## src/rtl/grf_write_arbiter.sv

```systemverilog
// Round-robin arbiter sharing one register-file write port between N_REQ requesters.
// Registered write port, 1 cycle after acceptance; no output back-pressure, requesters wait on req_ready.
module grf_write_arbiter #(
  parameter int N_REQ = 2,
  parameter int CNT_W = 16
) (
  input  logic                  clk,
  input  logic                  reset,
  input  logic                  hold,
  input  logic [N_REQ-1:0]      req_valid,
  input  logic [N_REQ*5-1:0]    req_addr,
  input  logic [N_REQ*32-1:0]   req_data,
  input  logic [N_REQ*32-1:0]   req_pc,
  output logic [N_REQ-1:0]      req_ready,
  output logic                  RegWrite,
  output logic [4:0]            RegAddr,
  output logic [31:0]           RegData,
  output logic [31:0]           PC,
  output logic [2:0]            grant_id,
  output logic [CNT_W-1:0]      conflict_cnt
);

  localparam int PTR_W = (N_REQ > 1) ? $clog2(N_REQ) : 1;

  logic [PTR_W-1:0] rr_ptr_q, rr_ptr_d;
  logic             reg_write_q, reg_write_d;
  logic [4:0]       reg_addr_q, reg_addr_d;
  logic [31:0]      reg_data_q, reg_data_d;
  logic [31:0]      reg_pc_q, reg_pc_d;
  logic [2:0]       grant_id_q, grant_id_d;
  logic [CNT_W-1:0] conflict_cnt_q, conflict_cnt_d;

  logic [N_REQ-1:0] rot_valid;
  logic             gnt_found;
  logic [2:0]       gnt_idx;
  logic [4:0]       sel_addr;
  logic [31:0]      sel_data;
  logic [31:0]      sel_pc;
  int               offset;
  int               pos;
  int               nxt_ptr;

  // Rotate the request vector so the search always starts at bit 0,
  // then map the first hit back to the absolute requester index.
  always_comb begin
    rot_valid = N_REQ'({req_valid, req_valid} >> rr_ptr_q);
    gnt_found = 1'b0;
    offset    = 0;
    pos       = 0;
    gnt_idx   = '0;
    req_ready = '0;
    if (reset && !hold) begin
      for (int i = N_REQ - 1; i >= 0; i--) begin
        if (rot_valid[i]) begin
          gnt_found = 1'b1;
          offset    = i;
        end
      end
    end
    pos = int'(rr_ptr_q) + offset;
    if (pos >= N_REQ) begin
      pos = pos - N_REQ;
    end
    if (gnt_found) begin
      gnt_idx = 3'(pos);
      for (int i = 0; i < N_REQ; i++) begin
        if (i == pos) begin
          req_ready[i] = 1'b1;
        end
      end
    end
  end

  always_comb begin
    sel_addr = '0;
    sel_data = '0;
    sel_pc   = '0;
    for (int i = 0; i < N_REQ; i++) begin
      if (i == int'(gnt_idx)) begin
        sel_addr = req_addr[i*5 +: 5];
        sel_data = req_data[i*32 +: 32];
        sel_pc   = req_pc[i*32 +: 32];
      end
    end
  end

  always_comb begin
    rr_ptr_d       = rr_ptr_q;
    reg_write_d    = 1'b0;
    reg_addr_d     = reg_addr_q;
    reg_data_d     = reg_data_q;
    reg_pc_d       = reg_pc_q;
    grant_id_d     = grant_id_q;
    conflict_cnt_d = conflict_cnt_q;
    nxt_ptr        = int'(gnt_idx) + 1;
    if (nxt_ptr >= N_REQ) begin
      nxt_ptr = 0;
    end
    if (gnt_found) begin
      // A write to $0 is consumed (and advances fairness) but never reaches the file.
      reg_write_d = (sel_addr != 5'd0);
      reg_addr_d  = sel_addr;
      reg_data_d  = sel_data;
      reg_pc_d    = sel_pc;
      grant_id_d  = gnt_idx;
      rr_ptr_d    = PTR_W'(nxt_ptr);
    end
    if (!hold && ($countones(req_valid) > 1) && (conflict_cnt_q != {CNT_W{1'b1}})) begin
      conflict_cnt_d = conflict_cnt_q + 1'b1;
    end
  end

  always_ff @(posedge clk or negedge reset) begin
    if (!reset) begin
      rr_ptr_q       <= '0;
      reg_write_q    <= 1'b0;
      reg_addr_q     <= '0;
      reg_data_q     <= '0;
      reg_pc_q       <= '0;
      grant_id_q     <= '0;
      conflict_cnt_q <= '0;
    end else begin
      rr_ptr_q       <= rr_ptr_d;
      reg_write_q    <= reg_write_d;
      reg_addr_q     <= reg_addr_d;
      reg_data_q     <= reg_data_d;
      reg_pc_q       <= reg_pc_d;
      grant_id_q     <= grant_id_d;
      conflict_cnt_q <= conflict_cnt_d;
    end
  end

  assign RegWrite     = reg_write_q;
  assign RegAddr      = reg_addr_q;
  assign RegData      = reg_data_q;
  assign PC           = reg_pc_q;
  assign grant_id     = grant_id_q;
  assign conflict_cnt = conflict_cnt_q;

endmodule

```

## config.mk

```make
export PLATFORM = sky130hd
export DESIGN_NAME = grf_write_arbiter
export DESIGN_NICKNAME = d
export VERILOG_FILES = /design/src/rtl/grf_write_arbiter.sv
export SDC_FILE = /design/constraint.sdc
export NUM_CORES = 1
export LEC_CHECK = 0
export ABC_AREA = 1
export BUFFER_PORTS_ARGS = -buffer_cell sky130_fd_sc_hd__buf_2
export CELL_PAD_IN_SITES_DETAIL_PLACEMENT = 0
export CELL_PAD_IN_SITES_GLOBAL_PLACEMENT = 1
export CORE_MARGIN = 2
export CORE_UTILIZATION = 31
export DETAILED_ROUTE_END_ITERATION = 10
export GPL_TIMING_DRIVEN = 0
export HOLD_SLACK_MARGIN = 0.06
export PLACE_DENSITY = 0.8
export SKIP_CTS_REPAIR_TIMING = 1
export SLEW_MARGIN = 20
export SYNTH_ARGS = -nofsm -noshare
export SYNTH_HDL_FRONTEND = slang
export SYNTH_SLANG_ARGS = --single-unit
```

## constraint.sdc

```tcl
create_clock -name clk -period 2.5 [get_ports clk]
set_clock_uncertainty 0.05 [all_clocks]
set_input_delay 0.125 -clock clk [delete_from_list [all_inputs] [get_ports clk]]
set_output_delay 0.125 -clock clk [all_outputs]
set_load 0.01 [all_outputs]
```

==> results of run 1 <==
## cell usage in the layout (no fill, tap or decap), drive strengths merged
| cell type | count |
|---|---|
| buf | 252 |
| nand2 | 142 |
| dfrtp | 89 |
| o21ai | 73 |
| a22oi | 67 |
| dlygate4sd3 | 43 |
| nor2 | 29 |
| clkbuf | 27 |
| inv | 24 |
| nand3 | 9 |
| nand4 | 7 |
| xnor2 | 7 |
| ha | 3 |
| clkinv | 3 |
| o211ai | 2 |
| a31oi | 2 |
| conb | 2 |
| a21oi | 1 |
| nor3 | 1 |
| o21a | 1 |
| bufinv | 1 |
## critical path, delay by kind of cell (launching register included)
kind	cells	cell delay, ns
AO/OA/AOI/OAI	2	0.64
buffers and inverters	3	0.61
flip-flops	1	0.38
AND/OR/NAND/NOR	3	0.27
adder cells (fa/ha/maj)	1	0.19
## layout make-up
cell class	instances	area, um^2
Buffer	33	191
Clock buffer	11	233
Clock inverter	4	45.0
Fill cell	1340	6950
Inverter	24	90.1
Multi-Input combinational cell	346	1790
Sequential cell	89	2230
Tap cell	176	220
Timing Repair Buffer	278	1660
## logic make-up after synthesis
| group | share of synthesized area, % |
|---|---|
| flip-flops | 51.9 |
| buffers and inverters | 6.56 |
| AO/OA/AOI/OAI | 21.4 |
| adder cells (fa/ha/maj) | 0.875 |
| AND/OR/NAND/NOR | 17.7 |
| other | 0.0874 |
| XOR/XNOR | 1.43 |
## flip-flops by register name, indices dropped and copies added, names as in the netlist
name,flops
PC,32
RegWrite,1
grant_id,2
conflict_cnt,16
rr_ptr_q,1
RegAddr,5
RegData,32
## routing by layer
metal  global-route usage (%)  share of wire (%)  vias to the layer above
met5                        0                  0                        -
met4                     7.69                2.2                        0
met3                     4.31                5.6                       22
met2                     31.9                 49                      170
met1                     24.4                 43                     2183
li1                         -                  -                     2258
## per-stage QoR
step                      setup slack (ns)  instances  TNS (ns)
after floorplan                      0.693        492         0
after global placement               -1.38        901    -75.76
after detailed placement           -0.0810        902    -0.148
after CTS                            0.159        917         0
after global routing                0.0485        961         0
final                                0.244        961         0
## final timing paths
path / slack (ns) / depth (start not counted) / end
min in group asynchronous: 0.31 / 3 / conflict_cnt[11]
worst max-delay path: 0.24 / 9 / RegWrite
max in group asynchronous: 1.57 / 4 / PC[30]
worst max register to register: 0.24 / 9 / RegWrite
worst min register to register: 0.43 / 2 / RegData[3]
worst min-delay path: 0.02 / 3 / RegData[17]
## where the power goes
| group | total (mW) | internal [mW] | switching, mW |
|---|---|---|---|
| registers | 1.74 | 1.62 | 0.123 |
| clock network | 1.32 | 0.765 | 0.558 |
| logic | 0.874 | 0.406 | 0.468 |
| total | 3.94 | 2.79 | 1.15 |
==> out/metrics.yaml, run 1 <==
floorplan:
  core-area_mm2: 0.0134
  num_io_pins: 234
  die_area_mm2: 0.0148
  initial_utilization_pct: 32.0
  die_w_um: 122
  fp.dieH_um: 122
  fp-row-count: 42
hold_path:
  min_from: "req_data[17]"
  hold_path_class: "in -> reg"
synth:
  ys_types: 27
  yosysTopAreaCellShare_pct: 51.9
  netlist_top_cells_count: "141 x nand2_1, 89 x dfrtp_1, 67 x a22oi_1"
  ys_warn_count: 0
  synth_top_cell_by_area: "dfrtp_1"
  ys_top_cells_by_area: "dfrtp_1 52%, nand2_1 12%, a22oi_1 12%"
  synth.most_common_cell: "nand2_1"
  synth-seq-area-share_pct: 51.9
  ys_async_sr_fraction_pct: 100
  syn_inst: 491
  synth_edf_count: 0
  syn_area_mm2: 0.00429
  ys_ff_latch: 89
  yosys_most_used_dff: "dfrtp_1"
  syn_area_per_cell_um2: 8.74
worst_setup_path:
  reg2reg_from: "rr_ptr_q"
  cp_max_fo: 10
  cp_slowest_cell: "a22oi_1"
  cp_common_cell: "nor2_1"
  cp-start-kind: "flop"
  crit_chain: "o211ai_1 > inv_1 > ha_1 > buf_2 > buf_1 > a22oi_1 > nand2_1 > nor2_1 > nor2_1"
  cpPeakStageDelay_ns: 0.39
  cp-end-kind: "flop"
  path_class: "reg -> reg"
  cp_data_required_time_ns: 2.68
  cp_data_arrival_time_ns: 2.44
  cp-startpoint: "rr_ptr_q"
clocking:
  cts-buffers-inserted: 9
  clock_latency_ns: 0.34
  h-tree-depth: 3
  cts-root-buf: "clkbuf_16"
  cts_tree: "yes"
  clockBufferDepth: 2
  clock_sinks: 89
  path_clk_slew_ns: 0.06
global_routing:
  grt_pass1_wl_um: 22000
  grtUsageTotal_pct: 19.2
  grt_max_degree: 55
  grt_pass1_vias: 4369
  grt_antenna_before_repair: 0
  gr-total-overflow: 0
detailed_routing:
  routed_wl_um: 14900
  dr.pass1.iters: 4
  wl_per_cell_um: 15.5
  drtAntennaViolNets: 0
  drtIter0Drc: 278
  vias_per_cell: 4.82
  via_count: 4633
  drc_errors: 0
sta:
  hold_violations: 0
  rsz0062_at_grt: "false"
  drv_slew: 0
  relSlewSlack_pct: 61.6
  setup_viol: 0
  fin_crit_sh_pct: 90.2
  finalHoldWorstSlack_ns: 0.0216
  tightest_slew_ns: 0.576
  min_period_ns: 2.26
  max_freq_mhz: 443
placed_design:
  dpl_cell_area_mm2: 0.00571
  portBuffers: 233
  gp_congestion: 0.797
  hpwlAfterDp_um: 10900
final_layout:
  finalInstanceArea_mm2: 0.00645
  drive_gt1_share_pct: 34.5
  post-route-util_pct: 48.1
  area_growth_pct: 50.3
  fin_nets: 927
  diodes: 0
pwr:
  power_density_mw_per_mm2: 611
  ir_drop_v: 0.000289
  p_total_mw: 3.94
  power_leakage_nw: 3.32
status:
  status: "finished, final reports clean"
flow_run:
  cap_viol_max_count: 0
No activity file was read; power rests on OpenSTA's default activity.
==> run 2: changes to the inputs <==
--- a/config.mk
+++ b/config.mk
@@ -9,7 +9,6 @@
 export BUFFER_PORTS_ARGS = -buffer_cell sky130_fd_sc_hd__buf_2
 export CELL_PAD_IN_SITES_DETAIL_PLACEMENT = 0
 export CELL_PAD_IN_SITES_GLOBAL_PLACEMENT = 1
-export CORE_MARGIN = 2
 export CORE_UTILIZATION = 31
 export DETAILED_ROUTE_END_ITERATION = 10
 export GPL_TIMING_DRIVEN = 0
==> out/metrics.yaml, run 2 (same netlist as run 1, synthesis figures left out) <==
final_layout:
  finalInstanceArea_mm2: 0.00651  # +0.87%
  diodes: 0  # unchanged
  fin_nets: 931  # +0.43%
  area_growth_pct: 51.6
  post-route-util_pct: 48.7  # +0.61 points
  layout_common_cells: "237 x buf_2, 141 x nand2_1, 89 x dfrtp_1"
  final_cells: 966  # +0.52%
  final_common_cell: "buf_2"
  drive_gt1_share_pct: 34.7  # +0.16 points
detailed_routing:
  drtAntennaViolNets: 0  # unchanged
  drtIter0Drc: 213  # -23%
  wl_per_cell_um: 15.0  # -3.0%
  via_count: 4652  # +0.41%
  vias_per_cell: 4.82  # -0.11%
  dr.pass1.iters: 5  # +1
  drc_errors: 0  # unchanged
  routed_wl_um: 14500  # -2.5%
worst_setup_path:
  path_class: "reg -> reg"
  cp-startpoint: "rr_ptr_q"
  cp_max_fo: 10  # unchanged
  cp-end-kind: "flop"
  cp_data_arrival_time_ns: 2.47  # +0.03 ns
  rrSetupSlack_ns: 0.23  # about the same
  r2r-end: "PC[23]"
  cp-start-kind: "flop"
  cp_data_required_time_ns: 2.71  # +0.03 ns
  r2r_cells: 9  # unchanged
  cp-endpoint: "PC[23]"
  reg2reg_from: "rr_ptr_q"
sta:
  rsz0062_at_grt: "false"
  relSlewSlack_pct: 60.8  # -0.84 points
  setup_viol: 0  # unchanged
  max_freq_mhz: 441  # -0.44%
  fin_crit_sh_pct: 90.6  # +0.40 points
  fin_ws_ns: 0.234  # -0.00990 ns
  hold_violations: 0  # unchanged
  tns_ns: 0  # unchanged
  drv_slew: 0  # unchanged
  min_period_ns: 2.27  # +0.00990 ns
  tightest_slew_ns: 0.588  # +0.0126 ns
  finalHoldWorstSlack_ns: 0.0176  # -0.00401 ns
global_routing:
  gr-total-overflow: 0  # unchanged
  grtUsageTotal_pct: 19.8  # +0.54 points
  grt_max_degree: 57  # +3.6%
  grt_pass1_vias: 4324  # -1.0%
  grt_pass1_wl_um: 21900  # -0.28%
  grt_antenna_before_repair: 0  # unchanged
clocking:
  path_clk_slew_ns: 0.07  # about the same
  clock_sinks: 89  # unchanged
  clock_latency_ns: 0.34  # about the same
  h-tree-depth: 3  # unchanged
  cts-root-buf: "clkbuf_16"
  cts-buffers-inserted: 9  # unchanged
  clockBufferDepth: 2  # unchanged
  cts_tree: "yes"
placed_design:
  dpl.cell_count: 902  # unchanged
  portBuffers: 233  # unchanged
  dp_slack_ns: -0.0169  # +0.0640 ns
  hpwlAfterDp_um: 10600  # -2.9%
  gp_congestion: 0.794  # -0.43%
  dpl_cell_area_mm2: 0.00571  # unchanged
flow_run:
  cap_viol_max_count: 0  # unchanged
floorplan:
  die_w_um: 120  # -1.6%
  initial_utilization_pct: 32.1  # +0.13 points
  core-area_mm2: 0.0133  # -0.39%
  die_area_mm2: 0.0143  # -3.3%
  num_io_pins: 234  # unchanged
  fp.dieH_um: 120  # -1.6%
  fp-row-count: 42  # unchanged
hold_path:
  hold_path_class: "in -> reg"
pwr:
  power_leakage_nw: 3.34  # +0.52%
  p_total_mw: 4.01  # +1.9%
  ir_drop_v: 0.000299  # +3.2%
  power_density_mw_per_mm2: 617  # +0.98%
status:
  status: "finished, final reports clean"
run 2: final cells by class:
class | instances | area (um^2)
timing repair buffer | 282 | 1690
sequential | 89 | 2230
fill | 1324 | 6840
clock inverter | 7 | 76.3
tap | 176 | 220
clock buffer | 9 | 225
inverter | 24 | 90.1
multi-input combinational | 346 | 1790
buffer | 33 | 191
run 2: worst min path at each step:
stage / start / end / cells past startpoint
detailed placement: reset / conflict_cnt[11] / 1
global placement: req_pc[18] / PC[18] / 3
global route: req_pc[40] / PC[8] / 3
CTS: reset / conflict_cnt[11] / 1
floorplan: reset / PC[0] / 0
finish: req_data[9] / RegData[9] / 3
run 2: critical path, stage by stage (launching register included):
cell and delay, ns:
dfrtp_1 0.38, o211ai_1 0.26, inv_1 0.10, ha_1 0.19, buf_2 0.19, nor2_4 0.20
buf_4 0.24, buf_2 0.25, a22oi_1 0.11, o21ai_0 0.20
run 2: layer usage:
metal	wire length [um]	track usage, %	up-vias
met2	7480	34.4	158
met4	271	7.73	0
li1	-	-	2269
met1	6070	24.5	2205
met5	0	0	-
met3	661	2.99	20
run 2: report_power, final:
group	switching, mW	total [mW]	leakage, nW	internal, mW
combinational	0.465	0.874	2.02	0.409
clock	0.607	1.39	0.143	0.784
sequential	0.130	1.75	1.18	1.62
==> run 3: changes to the inputs <==
--- a/config.mk
+++ b/config.mk
@@ -13,7 +13,7 @@
 export DETAILED_ROUTE_END_ITERATION = 10
 export GPL_TIMING_DRIVEN = 0
 export HOLD_SLACK_MARGIN = 0.06
-export PLACE_DENSITY = 0.8
+export PLACE_DENSITY = 0.87
 export SKIP_CTS_REPAIR_TIMING = 1
 export SLEW_MARGIN = 20
 export SYNTH_ARGS = -nofsm -noshare
==> out/metrics.yaml, run 3 (same netlist as run 1, synthesis figures left out) <==
status:
  status: "finished, final reports clean"
clocking:
  cts-root-buf: "clkbuf_16"
  clock_latency_ns: 0.35  # about the same
  clockBufferDepth: 2  # unchanged
  cts-buffers-inserted: 9  # unchanged
  h-tree-depth: 3  # unchanged
  clock_sinks: 89  # unchanged
  cts_tree: "yes"
  path_clk_slew_ns: 0.07  # about the same
worst_setup_path:
  crit_cells: 8  # -1
  reg2reg_from: "rr_ptr_q"
  crit_chain: "o211ai_1 > inv_1 > ha_1 > buf_2 > nor2_4 > clkbuf_1 > a22oi_1 > o21ai_1"
  rrSetupSlack_ns: 0.22  # about the same
  cp_data_arrival_time_ns: 2.51  # +0.04 ns
  r2r-end: "RegData[12]"
  cp-startpoint: "rr_ptr_q"
  cp-start-kind: "flop"
  cp_max_fo: 10  # unchanged
  r2r_cells: 8  # -1
  path_delay_family: "buffers and inverters"
  path_class: "reg -> reg"
  cp-end-kind: "flop"
  cp_slowest_cell: "clkbuf_1"
  cpPeakStageDelay_ns: 0.45  # +0.07 ns
  crit_buf_inv: 3  # -1
  cp-endpoint: "RegData[12]"
  cp_data_required_time_ns: 2.73  # +0.02 ns
final_layout:
  fillers: 1265  # -4.5%
  finalInstanceArea_mm2: 0.00684  # +5.2%
  fin_nets: 955  # +2.6%
  layout_common_cells: "237 x buf_2, 141 x nand2_1, 89 x dfrtp_1"
  area_growth_pct: 59.5
  drive_gt1_share_pct: 34.4  # -0.29 points
  final_common_cell: "buf_2"
  post-route-util_pct: 51.3  # +2.5 points
sta:
  tightest_slew_ns: 0.540  # -0.0483 ns
  hold_violations: 0  # unchanged
  drv_slew: 0  # unchanged
  min_period_ns: 2.28  # +0.0130 ns
  fin_crit_sh_pct: 91.1  # +0.52 points
  max_freq_mhz: 439  # -0.57%
  rsz0062_at_grt: "false"
  relSlewSlack_pct: 64.0  # +3.2 points
  setup_viol: 0  # unchanged
  finalHoldWorstSlack_ns: 0.0260  # +0.00843 ns
detailed_routing:
  vias_per_cell: 4.80  # -0.24%
  wl_per_cell_um: 16.0  # +6.8%
  via_count: 4761  # +2.3%
  drc_errors: 0  # unchanged
  routed_wl_um: 15900  # +9.6%
  drtIter0Drc: 332  # +56%
  dr.pass1.iters: 5  # unchanged
  drtAntennaViolNets: 0  # unchanged
pwr:
  ir_drop_v: 0.000348  # +16%
  power_leakage_nw: 3.49  # +4.5%
  power_density_mw_per_mm2: 612  # -0.81%
  p_total_mw: 4.19  # +4.3%
flow_run:
  cap_viol_max_count: 0  # unchanged
global_routing:
  grt_pass1_vias: 4161  # -3.8%
  grt_antenna_before_repair: 1  # +1
  gr-total-overflow: 0  # unchanged
  grtUsageTotal_pct: 20.3  # +0.53 points
  grt_max_degree: 47  # -18%
  grt_pass1_wl_um: 22100  # +0.76%
placed_design:
  dpl_cell_area_mm2: 0.00571  # unchanged
  gp_congestion: 0.841  # +6.0%
  hpwlAfterDp_um: 10900  # +3.6%
  portBuffers: 233  # unchanged
floorplan:
  num_io_pins: 234  # unchanged
  initial_utilization_pct: 32.1  # unchanged
  core-area_mm2: 0.0133  # unchanged
  fp-row-count: 42  # unchanged
  die_area_mm2: 0.0143  # unchanged
  die_w_um: 120  # unchanged
  fp.dieH_um: 120  # unchanged
hold_path:
  holdPathStages: 3  # unchanged
  hold_path_class: "in -> reg"
-- run 3: changes by cell type in the layout (fill, tap and decap cells not counted) --
cell / before / now
a22oi_1: 67 / 65
buf_12: 1 / 2
dlygate4sd3_1: 47 / 68
buf_16: 1 / 3
a22oi_2: 0 / 2
clkbuf_16: 9 / 10
buf_1: 2 / 1
bufinv_16: 1 / 2
clkinvlp_4: 2 / 0
buf_6: 7 / 6
clkinv_4: 0 / 1
diode_2: 0 / 1
clkbuf_2: 1 / 2
-- run 3: through the flow --
step,instances,TNS (ns),setup WS (ns)
floorplan,492,0,0.693
global placement,901,-84.91,-1.53
detailed placement,902,-10.47,-0.487
CTS,918,-0.102,-0.102
global route,990,0,0.0578
finish,991,0,0.221
-- run 3: how the worst min path moves through the flow --
stage | from | end
6_report | req_data[46] | RegData[14]
2_1_floorplan | reset | PC[0]
3_3_place_gp | req_data[11] | RegData[11]
5_1_grt | req_data[18] | RegData[18]
3_5_place_dp | reset | RegData[13]
4_1_cts | reset | RegData[13]
-- run 3: area by class of cell --
type,instances,area [um^2],area share (%)
Antenna cell,1,2.50,0.0366
Buffer,33,193,2.82
Clock buffer,9,225,3.29
Clock inverter,7,100,1.46
Inverter,24,90.1,1.32
Multi-Input combinational cell,346,1800,26.2
Sequential cell,89,2230,32.5
Tap cell,176,220,3.22
Timing Repair Buffer,306,1990,29.1
-- run 3: metal layers --
| layer | vias up | global-route usage (%) | share of wire, % | wire (um) |
|---|---|---|---|---|
| li1 | 2321 | - | - | - |
| met1 | 2225 | 26.7 | 42 | 6740 |
| met2 | 188 | 32.1 | 50 | 7870 |
| met3 | 27 | 4.28 | 5.7 | 907 |
| met4 | 0 | 8.83 | 2.1 | 341 |
| met5 | - | 0 | 0 | 0 |
-- run 3: power breakdown --
part / leakage [nW] / switching, mW / internal [mW] / total [mW]
Clock: 0.161 / 0.620 / 0.887 / 1.51
Combinational: 2.16 / 0.489 / 0.445 / 0.935
Sequential: 1.18 / 0.126 / 1.62 / 1.74
-- run 3: worst min-delay path, cell delays in order --
cell and delay [ns]:
buf_2 0.08, a22oi_1 0.07, o21ai_1 0.12
